$ cat src/rtl/heichips25_sig_capture.sv
// Signature capture for the tiny wrapper outputs: waits for a masked trigger on
// uo_out, then folds win_len sample words into a 16-bit MISR (poly 0x1021).
module heichips25_sig_capture #(
    parameter int unsigned WIN_W = 16,
    parameter logic [15:0] SEED  = 16'hFFFF
) (
    input  logic             clk,
    input  logic             rst,
    input  logic [7:0]       uo_out,
    input  logic [7:0]       uio_out,
    input  logic [7:0]       uio_oe,
    input  logic             start,
    input  logic             abort,
    input  logic [WIN_W-1:0] win_len,
    input  logic [7:0]       trig_mask,
    input  logic [7:0]       trig_val,
    output logic             busy,
    output logic             done,
    output logic [15:0]      signature,
    output logic [WIN_W-1:0] sample_cnt
);

    typedef enum logic [1:0] {
        S_IDLE,
        S_ARM,
        S_CAPTURE,
        S_DONE
    } state_t;

    state_t           state_q, state_d;
    logic [WIN_W-1:0] len_q, len_d;
    logic [7:0]       mask_q, mask_d;
    logic [7:0]       val_q, val_d;
    logic [15:0]      sig_q, sig_d;
    logic [WIN_W-1:0] cnt_q, cnt_d;
    logic             busy_q, busy_d;
    logic             done_q, done_d;

    logic [15:0] sample;
    logic [15:0] misr_next;
    logic        match;

    always_comb begin
        sample    = {uio_out & uio_oe, uo_out};
        misr_next = {sig_q[14:0], 1'b0} ^ (sig_q[15] ? 16'h1021 : 16'h0000) ^ sample;
        match     = ((uo_out & mask_q) == (val_q & mask_q));

        state_d = state_q;
        len_d   = len_q;
        mask_d  = mask_q;
        val_d   = val_q;
        sig_d   = sig_q;
        cnt_d   = cnt_q;

        if (abort) begin
            state_d = S_IDLE;
            sig_d   = SEED;
            cnt_d   = '0;
        end else begin
            case (state_q)
                S_IDLE, S_DONE: begin
                    if (start) begin
                        len_d   = win_len;
                        mask_d  = trig_mask;
                        val_d   = trig_val;
                        sig_d   = SEED;
                        cnt_d   = '0;
                        state_d = (win_len == '0) ? S_DONE : S_ARM;
                    end
                end
                S_ARM: begin
                    if (match) begin
                        sig_d   = misr_next;
                        cnt_d   = WIN_W'(1);
                        state_d = (len_q == WIN_W'(1)) ? S_DONE : S_CAPTURE;
                    end
                end
                S_CAPTURE: begin
                    // Full window already folded: leave without taking another sample.
                    if (cnt_q == len_q) begin
                        state_d = S_DONE;
                    end else begin
                        sig_d = misr_next;
                        cnt_d = cnt_q + WIN_W'(1);
                    end
                end
                default: state_d = S_IDLE;
            endcase
        end

        busy_d = (state_d == S_ARM) || (state_d == S_CAPTURE);
        done_d = (state_d == S_DONE);
    end

    always_ff @(posedge clk) begin
        if (rst) begin
            state_q <= S_IDLE;
            len_q   <= '0;
            mask_q  <= '0;
            val_q   <= '0;
            sig_q   <= SEED;
            cnt_q   <= '0;
            busy_q  <= 1'b0;
            done_q  <= 1'b0;
        end else begin
            state_q <= state_d;
            len_q   <= len_d;
            mask_q  <= mask_d;
            val_q   <= val_d;
            sig_q   <= sig_d;
            cnt_q   <= cnt_d;
            busy_q  <= busy_d;
            done_q  <= done_d;
        end
    end

    assign busy       = busy_q;
    assign done       = done_q;
    assign signature  = sig_q;
    assign sample_cnt = cnt_q;

endmodule

$ cat config.mk
export PLATFORM = sky130hd
export DESIGN_NAME = heichips25_sig_capture
export DESIGN_NICKNAME = d
export VERILOG_FILES = /design/src/rtl/heichips25_sig_capture.sv
export SDC_FILE = /design/constraint.sdc
export NUM_CORES = 1
export LEC_CHECK = 0
export BUFFER_PORTS_ARGS = -buffer_cell sky130_fd_sc_hd__buf_2
export CELL_PAD_IN_SITES_DETAIL_PLACEMENT = 2
export CELL_PAD_IN_SITES_GLOBAL_PLACEMENT = 2
export CORE_UTILIZATION = 31
export CTS_BUF_LIST = sky130_fd_sc_hd__clkbuf_4
export DETAILED_ROUTE_END_ITERATION = 10
export MAX_ROUTING_LAYER = met4
export PLACE_DENSITY_LB_ADDON = 0.1
export SLEW_MARGIN = 20
export SYNTH_ARGS = -nofsm -noshare
export SYNTH_HDL_FRONTEND = slang
export SYNTH_SLANG_ARGS = --single-unit
$ cat constraint.sdc
create_clock -name clk -period 2.4 [get_ports clk]
set_input_delay 0.36 -clock clk [delete_from_list [all_inputs] [get_ports clk]]
set_output_delay 0.36 -clock clk [all_outputs]
set_load 0.01 [all_outputs]
==> parameters.txt, run 1 <==
Parameter                              Value

Worst setup path
  Cell-by-cell listing of the critical path ... inv_1 -> ha_1 -> buf_4 -> nand2b_1 -> buf_4 -> o21ai_0 -> o31ai_1 -> a21oi_1
  Cell mode on critical path ... buf_4
  Buffers & Inverters on Critical Path ... 3
  Largest stage delay on the critical path ... 0.44 ns
  Top Family by Delay on Critical Path ... compound AO/OA/AOI/OAI gates
  Slowest stage cell on the critical path ... dfxtp_1
  Worst Setup Path Type ... flip-flop to flip-flop
  Data required time of the critical path ... 2.73 ns
  Data arrival time of the worst path ... 2.54 ns
  Critical-path maximum fanout ... 19
  Kind of start point of the critical path ... flip-flop
  Kind of end point of the critical path ... flip-flop

Layout
  Number of antenna cells inserted ... 0
  Fraction of final layout cells with drive strength greater than 1 ... 0.2504
  Number of nets in the layout ... 618
  Commonest cells after routing, fill and taps aside ... buf_2 (93), nand2_1 (87), dfxtp_1 (68)
  P&R area growth vs syn ... 24.02%
  Fill cell instance count of the final layout ... 1295
  Most frequent standard cell in the layout excluding fill and tap cells ... buf_2

Clock network
  Post-cts sizing count ... 0
  Htree depth ... 3
  Clock insertion delay at the later pin of the skew report ... 0.45 ns
  Clk sink count ... 68
  CTS Hold Bufs ... 0
  Postcts setup bufs ... 0
  Clk root buf ... clkbuf_4
  CTS tree ... built
  Clock slew at the register clock pins of the worst setup and hold paths ... 0.13 ns
  Cts bufs inserted ... 9
  Maximum count of clock buffers along a single path ... 2

Yosys
  Syn. warnings ... 0
  Dominant synthesized flop cell ... dfxtp_1
  FF+latch count, synth ... 68
  Synth Area per Inst ... 7.723 um2
  Post-synthesis cell area ... 3583 um2
  Synthesized Nets ... 528
  EDFF count, synth ... 0
  Gate Count Post-Synth ... 464
  Sequential fraction of the synthesis area ... 0.3799
  Synth async-reset ratio ... 0
  Number of unique standard cell types used by synthesis ... 40

Floorplanning
  Die extent in y ... 109.5 um
  Row Count ... 38
  I/O pin count ... 94
  Core box area ... 11030 um2
  Total die area ... 11990 um2
  Die X-Extent ... 109.5 um
  Initial standard-cell utilization of the core ... 0.3249

STA
  Max_slew headroom ... 0.3292
  Number of pins exceeding their max-slew limit in the final report ... 0
  Minimum clock period after layout ... 2.204 ns
  Final period util ... 0.9183
  Number of setup violations in the final report ... 0
  Clock Skews ... 0.02110 ns
  Worst-Margin Slew ... 1.002 ns
  Number of endpoints with negative hold slack in the final report ... 0
  Worst hold slack across all endpoints ... 0.1347 ns
  RSZ-0062 raised after global routing ... no
  Highest clock frequency the design can meet ... 453.8 MHz
  Setup Total Neg Slack ... 0 ns

Placed design
  Final weighted congestion in routability-driven placement ... 0.7989
  Input/output buffers ... 93
  HPWL reported at the end of detailed placement ... 9686 um

Drt
  DRT antenna net count ... 0
  Iteration count of the initial detailed-routing pass ... 4
  Total number of vias ... 3845
  Drt drc ... 0
  Iteration-0 DRC count of the detailed router ... 121
  Post-Route WL ... 13420 um
  Wire length per cell ... 19.20 um
  Vias/cell ... 5.501

GRT
  Overflow left after global routing ... 0
  Via count of the first global-routing pass ... 4007
  Initial antenna violation count ... 0
  GRT Util Overall ... 0.2409
  Maximum number of pins on one net before global-route repair ... 34
  Wire length of the first global-routing pass ... 21100 um

Power
  Net switching fraction of the power ... 0.2656
  Peak ir drop on the vdd network ... 0.2465 mV
  Leakage power total ... 1.710 nW
  Switching power ... 0.0006567 W
  Combinational share of power ... 0.125
  Sequential fraction of design power ... 0.481
  Power density over the cells ... 556.4 nW/um2
  Share of total power in the clock network ... 0.394
  Design internal power ... 0.001816 W

Hold path
  Class of the tightest hold or removal check ... primary input to flip-flop

Flow run
  Max-cap check violation count ... 0

Status
  Result of the run ... finished, final reports clean
[layer usage]
| metal | GRT usage | part of all wire | vias up |
|---|---|---|---|
| met5 | - | 0 | - |
| met4 | 0.07619 | 0.013 | 0 |
| met2 | 0.3854 | 0.47 | 83 |
| met1 | 0.3145 | 0.48 | 1900 |
| met3 | 0.03260 | 0.034 | 16 |
| li1 | - | - | 1846 |
[sequential cells by signal, summed over array words and instances, names as in the netlist]
name and flops:
val_q 8, sample_cnt 16, len_q 16, busy 1, state_q 2, done 1, signature 16, mask_q 8
[area by class of cell]
class | instances | area, um2 | area share
multi-input cells | 352 | 2046 | 0.4603
well taps | 140 | 175.2 | 0.03941
inverters | 5 | 18.77 | 0.004223
repair buffers | 118 | 665.6 | 0.1498
clock buffers | 10 | 75.07 | 0.01689
flip-flops and latches | 68 | 1361 | 0.3063
clock inverters | 6 | 102.6 | 0.02309
[Yosys cell counts, drive strengths merged, types with 8 or more instances]
cell type	number	area share
nand2	87	0.091
dfxtp	68	0.38
a21oi	54	0.075
clkbuf	31	0.032
nor4	26	0.045
o21ai	25	0.035
xnor2	22	0.054
xor2	20	0.049
a31oi	18	0.031
nand3	13	0.018
nand4	12	0.021
o31ai	11	0.023
nor2	9	0.0094
nor3	9	0.014
buf	8	0.013
[worst paths after layout]
kind              start       endpoint  slack, ns  cells after the start
max          state_q[0]  sample_cnt[4]       0.20                      8
min                 rst           done       0.13                      2
max reg2reg  state_q[0]  sample_cnt[4]       0.20                      8
min reg2reg   mask_q[3]      mask_q[3]       0.47                      2
[power groups by stage]
| stage | Clock (W) | Sequential [W] | Combinational, W |
|---|---|---|---|
| finish | 0.000974 | 0.00119 | 0.000309 |
| global route | 0.00104 | 0.00119 | 0.000342 |
| CTS | 0.00100 | 0.00119 | 0.000312 |
| detailed placement | 0 | 0.00122 | 0.000309 |
| global placement | 0 | 0.00121 | 0.000300 |
| floorplan | 0 | 0.00121 | 0.000176 |
[stage by stage]
step / worst slack (ns) / instance area (um2) / std cells / power (W) / utilization
2_1_floorplan: 0.2239 / 3583 / 464 / 0.001383 / -
3_3_place_gp: 0.2743 / 4267 / 683 / 0.001513 / 0.3868
3_5_place_dp: 0.2137 / 4267 / 683 / 0.001525 / 0.3868
4_1_cts: 0.1964 / 4444 / 699 / 0.002504 / 0.4029
5_1_grt: 0.04443 / 4444 / 699 / 0.002578 / 0.4029
6_report: 0.1962 / 4444 / 699 / 0.002473 / 0.4029
[logic make-up (layout without fill, tap and decap cells)]
logic type / Yosys count / count (layout) / share of synthesized area
simple gates: 180 / 180 / 0.2458
compound gates: 126 / 126 / 0.2067
flops: 68 / 68 / 0.3799
buf+inv: 44 / 139 / 0.05098
xor+xnor: 42 / 42 / 0.1027
fa+ha+maj: 4 / 4 / 0.01397
Note: power is estimated with default switching activity, not from simulation.
==> run 2, diff against run 1 <==
CTS_CLUSTER_DIAMETER = 80   (was unset)
clock period = 2.5 ns   (was 2.4 ns; I/O delays follow)
==> parameters.txt, run 2 (same netlist as run 1, synthesis figures left out) <==
Parameter                              Value

Drt
  Total met2 wirelength after detailed routing ... 5914 um (was 6290 um)
  Total number of vias ... 3838 (was 3845)
  Vias/cell ... 5.538 (was 5.501)
  Met1 Routed Length ... 6150 um (was 6499 um)
  Iteration-0 DRC count of the detailed router ... 110 (was 121)
  Wire length per cell ... 18.48 um (was 19.20 um)
  Routed length on met3 ... 569 um (was 463 um)
  Drt drc ... 0 (unchanged)
  Highest metal layer used by the detailed router ... met4 (unchanged)
  DRT antenna net count ... 0 (unchanged)
  Post-Route WL ... 12810 um (was 13420 um)
  Iteration count of the initial detailed-routing pass ... 5 (was 4)

Worst setup path
  Setup crit end ... busy (was sample_cnt[4])
  Startpoint of the most critical register-to-register path ... sample_cnt[1] (was state_q[0])
  Critical-path maximum fanout ... 6 (was 19)
  Kind of end point of the critical path ... flip-flop (unchanged)
  Worst Setup Path Type ... flip-flop to flip-flop (unchanged)
  Setup crit start ... sample_cnt[1] (was state_q[0])
  Data required time of the critical path ... 2.79 ns (was 2.73 ns)
  Cell depth of the worst flop-to-flop path ... 7 (was 8)
  Kind of start point of the critical path ... flip-flop (unchanged)
  Cell-by-cell listing of the critical path ... xor2_1 -> nor4_1 -> and3_4 -> nand2_1 -> a311oi_1 -> ha_1 -> nor2b_1 (was inv_1 -> ha_1 -> buf_4 -> nand2b_1 -> buf_4 -> o21ai_0 -> o31ai_1 -> a21oi_1)
  Buffers & Inverters on Critical Path ... 0 (was 3)
  Reg-to-Reg End ... busy (was sample_cnt[4])
  Data arrival time of the worst path ... 2.49 ns (was 2.54 ns)
  Number of cells on the critical path ... 7 (was 8)
  Largest stage delay on the critical path ... 0.52 ns (was 0.44 ns)
  Top Family by Delay on Critical Path ... simple AND/OR/NAND/NOR gates (was compound AO/OA/AOI/OAI gates)
  Reg-to-reg setup timing slack ... 0.30 ns (was 0.20 ns)
  Slowest stage cell on the critical path ... dfxtp_1 (unchanged)

Power
  Design internal power ... 0.001558 W (was 0.001816 W)
  Share of total power in the clock network ... 0.337 (was 0.394)
  Combinational share of power ... 0.134 (was 0.125)
  Peak ir drop on the vdd network ... 0.2029 mV (was 0.2465 mV)
  Net switching fraction of the power ... 0.2777 (was 0.2656)
  Switching power ... 0.0005987 W (was 0.0006567 W)
  Leakage power total ... 1.672 nW (was 1.710 nW)
  Sequential fraction of design power ... 0.529 (was 0.481)
  Power density over the cells ... 494.8 nW/um2 (was 556.4 nW/um2)

STA
  Clock Skews ... 0.01653 ns (was 0.02110 ns)
  Minimum clock period after layout ... 2.204 ns (about the same)
  Max_slew headroom ... 0.3385 (was 0.3292)
  Worst hold slack across all endpoints ... 0.1787 ns (was 0.1347 ns)
  Worst-Margin Slew ... 0.9886 ns (was 1.002 ns)
  Number of endpoints with negative hold slack in the final report ... 0 (unchanged)
  Highest clock frequency the design can meet ... 453.8 MHz (about the same)
  Final period util ... 0.8814 (was 0.9183)
  Number of pins exceeding their max-slew limit in the final report ... 0 (unchanged)
  RSZ-0062 raised after global routing ... no (unchanged)
  Setup Total Neg Slack ... 0 ns (unchanged)
  Number of setup violations in the final report ... 0 (unchanged)

Layout
  Number of nets in the layout ... 613 (was 618)
  Post-route insts no fill ... 693 (was 699)
  Storage cell area ... 1361 um2 (unchanged)
  Commonest cells after routing, fill and taps aside ... buf_2 (93), nand2_1 (87), dfxtp_1 (68) (unchanged)
  Number of antenna cells inserted ... 0 (unchanged)
  P&R area growth vs syn ... 21.61% (was 24.02%)
  Fill cell instance count of the final layout ... 1320 (was 1295)
  Multi-input logic area ... 2046 um2 (unchanged)
  Most frequent standard cell in the layout excluding fill and tap cells ... buf_2 (unchanged)
  Fraction of final layout cells with drive strength greater than 1 ... 0.2441 (was 0.2504)

GRT
  Via count of the first global-routing pass ... 4015 (was 4007)
  Initial antenna violation count ... 0 (unchanged)
  Wire length of the first global-routing pass ... 20860 um (was 21100 um)
  Maximum number of pins on one net before global-route repair ... 37 (was 34)
  GRT Util Overall ... 0.2350 (was 0.2409)
  Overflow left after global routing ... 0 (unchanged)

Clock network
  Clock insertion delay at the later pin of the skew report ... 0.43 ns (was 0.45 ns)
  Cts bufs inserted ... 9 (unchanged)
  CTS tree ... built (unchanged)
  Clock slew at the register clock pins of the worst setup and hold paths ... 0.12 ns (was 0.13 ns)
  CTS Hold Bufs ... 0 (unchanged)
  Postcts setup bufs ... 0 (unchanged)
  Post-cts sizing count ... 0 (unchanged)
  Maximum count of clock buffers along a single path ... 2 (unchanged)
  Clk root buf ... clkbuf_4 (unchanged)
  Htree depth ... 3 (unchanged)
  Clk sink count ... 68 (unchanged)

Floorplanning
  Total die area ... 11990 um2 (unchanged)
  Initial standard-cell utilization of the core ... 0.3249 (unchanged)
  I/O pin count ... 94 (unchanged)
  Die extent in y ... 109.5 um (unchanged)
  Core box area ... 11030 um2 (unchanged)
  Die X-Extent ... 109.5 um (unchanged)
  Row Count ... 38 (unchanged)

Flow run
  Max-cap check violation count ... 0 (unchanged)

Placed design
  Cell total after placement ... 678 (was 683)
  HPWL reported at the end of detailed placement ... 9277 um (was 9686 um)
  Final weighted congestion in routability-driven placement ... 0.8217 (was 0.7989)
  Input/output buffers ... 93 (unchanged)

Hold path
  Depth of the worst hold-timing path ... 3 (was 2)
  Start point of the worst hold path ... trig_val[7] (was rst)
  Class of the tightest hold or removal check ... primary input to flip-flop (unchanged)

Status
  Result of the run ... finished, final reports clean (unchanged)
run 2: cell count changes in the layout (fill, tap and decap cells not counted), sizes merged:
cell and change:
buf -5, clkinv -1, clkbuf +2, bufinv -2
run 2: power groups by stage:
stage	combinational (W)	clock, W	sequential, W
2_1_floorplan	0.000169	0	0.00116
3_3_place_gp	0.000281	0	0.00117
3_5_place_dp	0.000292	0	0.00117
4_1_cts	0.000293	0.000744	0.00114
5_1_grt	0.000324	0.000798	0.00115
6_report	0.000289	0.000727	0.00114
run 2: worst min-delay path: stages:
cell     delay, ns
buf_2         0.09
nand2_1       0.04
a21oi_1       0.05
run 2: metal layers:
metal / vias up / global-route usage
li1: 1846 / -
met5: - / -
met2: 97 / 0.3598
met4: 0 / 0.08190
met3: 17 / 0.03201
met1: 1878 / 0.3172
run 2: layout make-up:
type,count,share of cell area
inverter,5,0.004307
timing repair buffer,113,0.1441
clock buffer,12,0.02067
tap,140,0.04020
sequential,68,0.3124
multi-input combinational,352,0.4694
clock inverter,3,0.008900
run 2: how the worst min path moves through the flow:
| stage | end | slack [ns] |
|---|---|---|
| floorplan | mask_q[0] | 0.44 |
| global placement | mask_q[3] | 0.45 |
| detailed placement | val_q[3] | 0.47 |
| CTS | val_q[7] | 0.15 |
| global route | val_q[6] | 0.17 |
| finish | val_q[7] | 0.18 |
run 2: metrics by stage:
stage / power (W) / worst slack (ns) / util / cell area (um2)
5_1_grt: 0.002268 / 0.1190 / 0.3951 / 4358
2_1_floorplan: 0.001328 / 0.3239 / - / 3583
3_3_place_gp: 0.001446 / 0.2784 / 0.3834 / 4229
4_1_cts: 0.002179 / 0.2892 / 0.3951 / 4358
3_5_place_dp: 0.001458 / 0.2923 / 0.3834 / 4229
6_report: 0.002156 / 0.2965 / 0.3951 / 4358
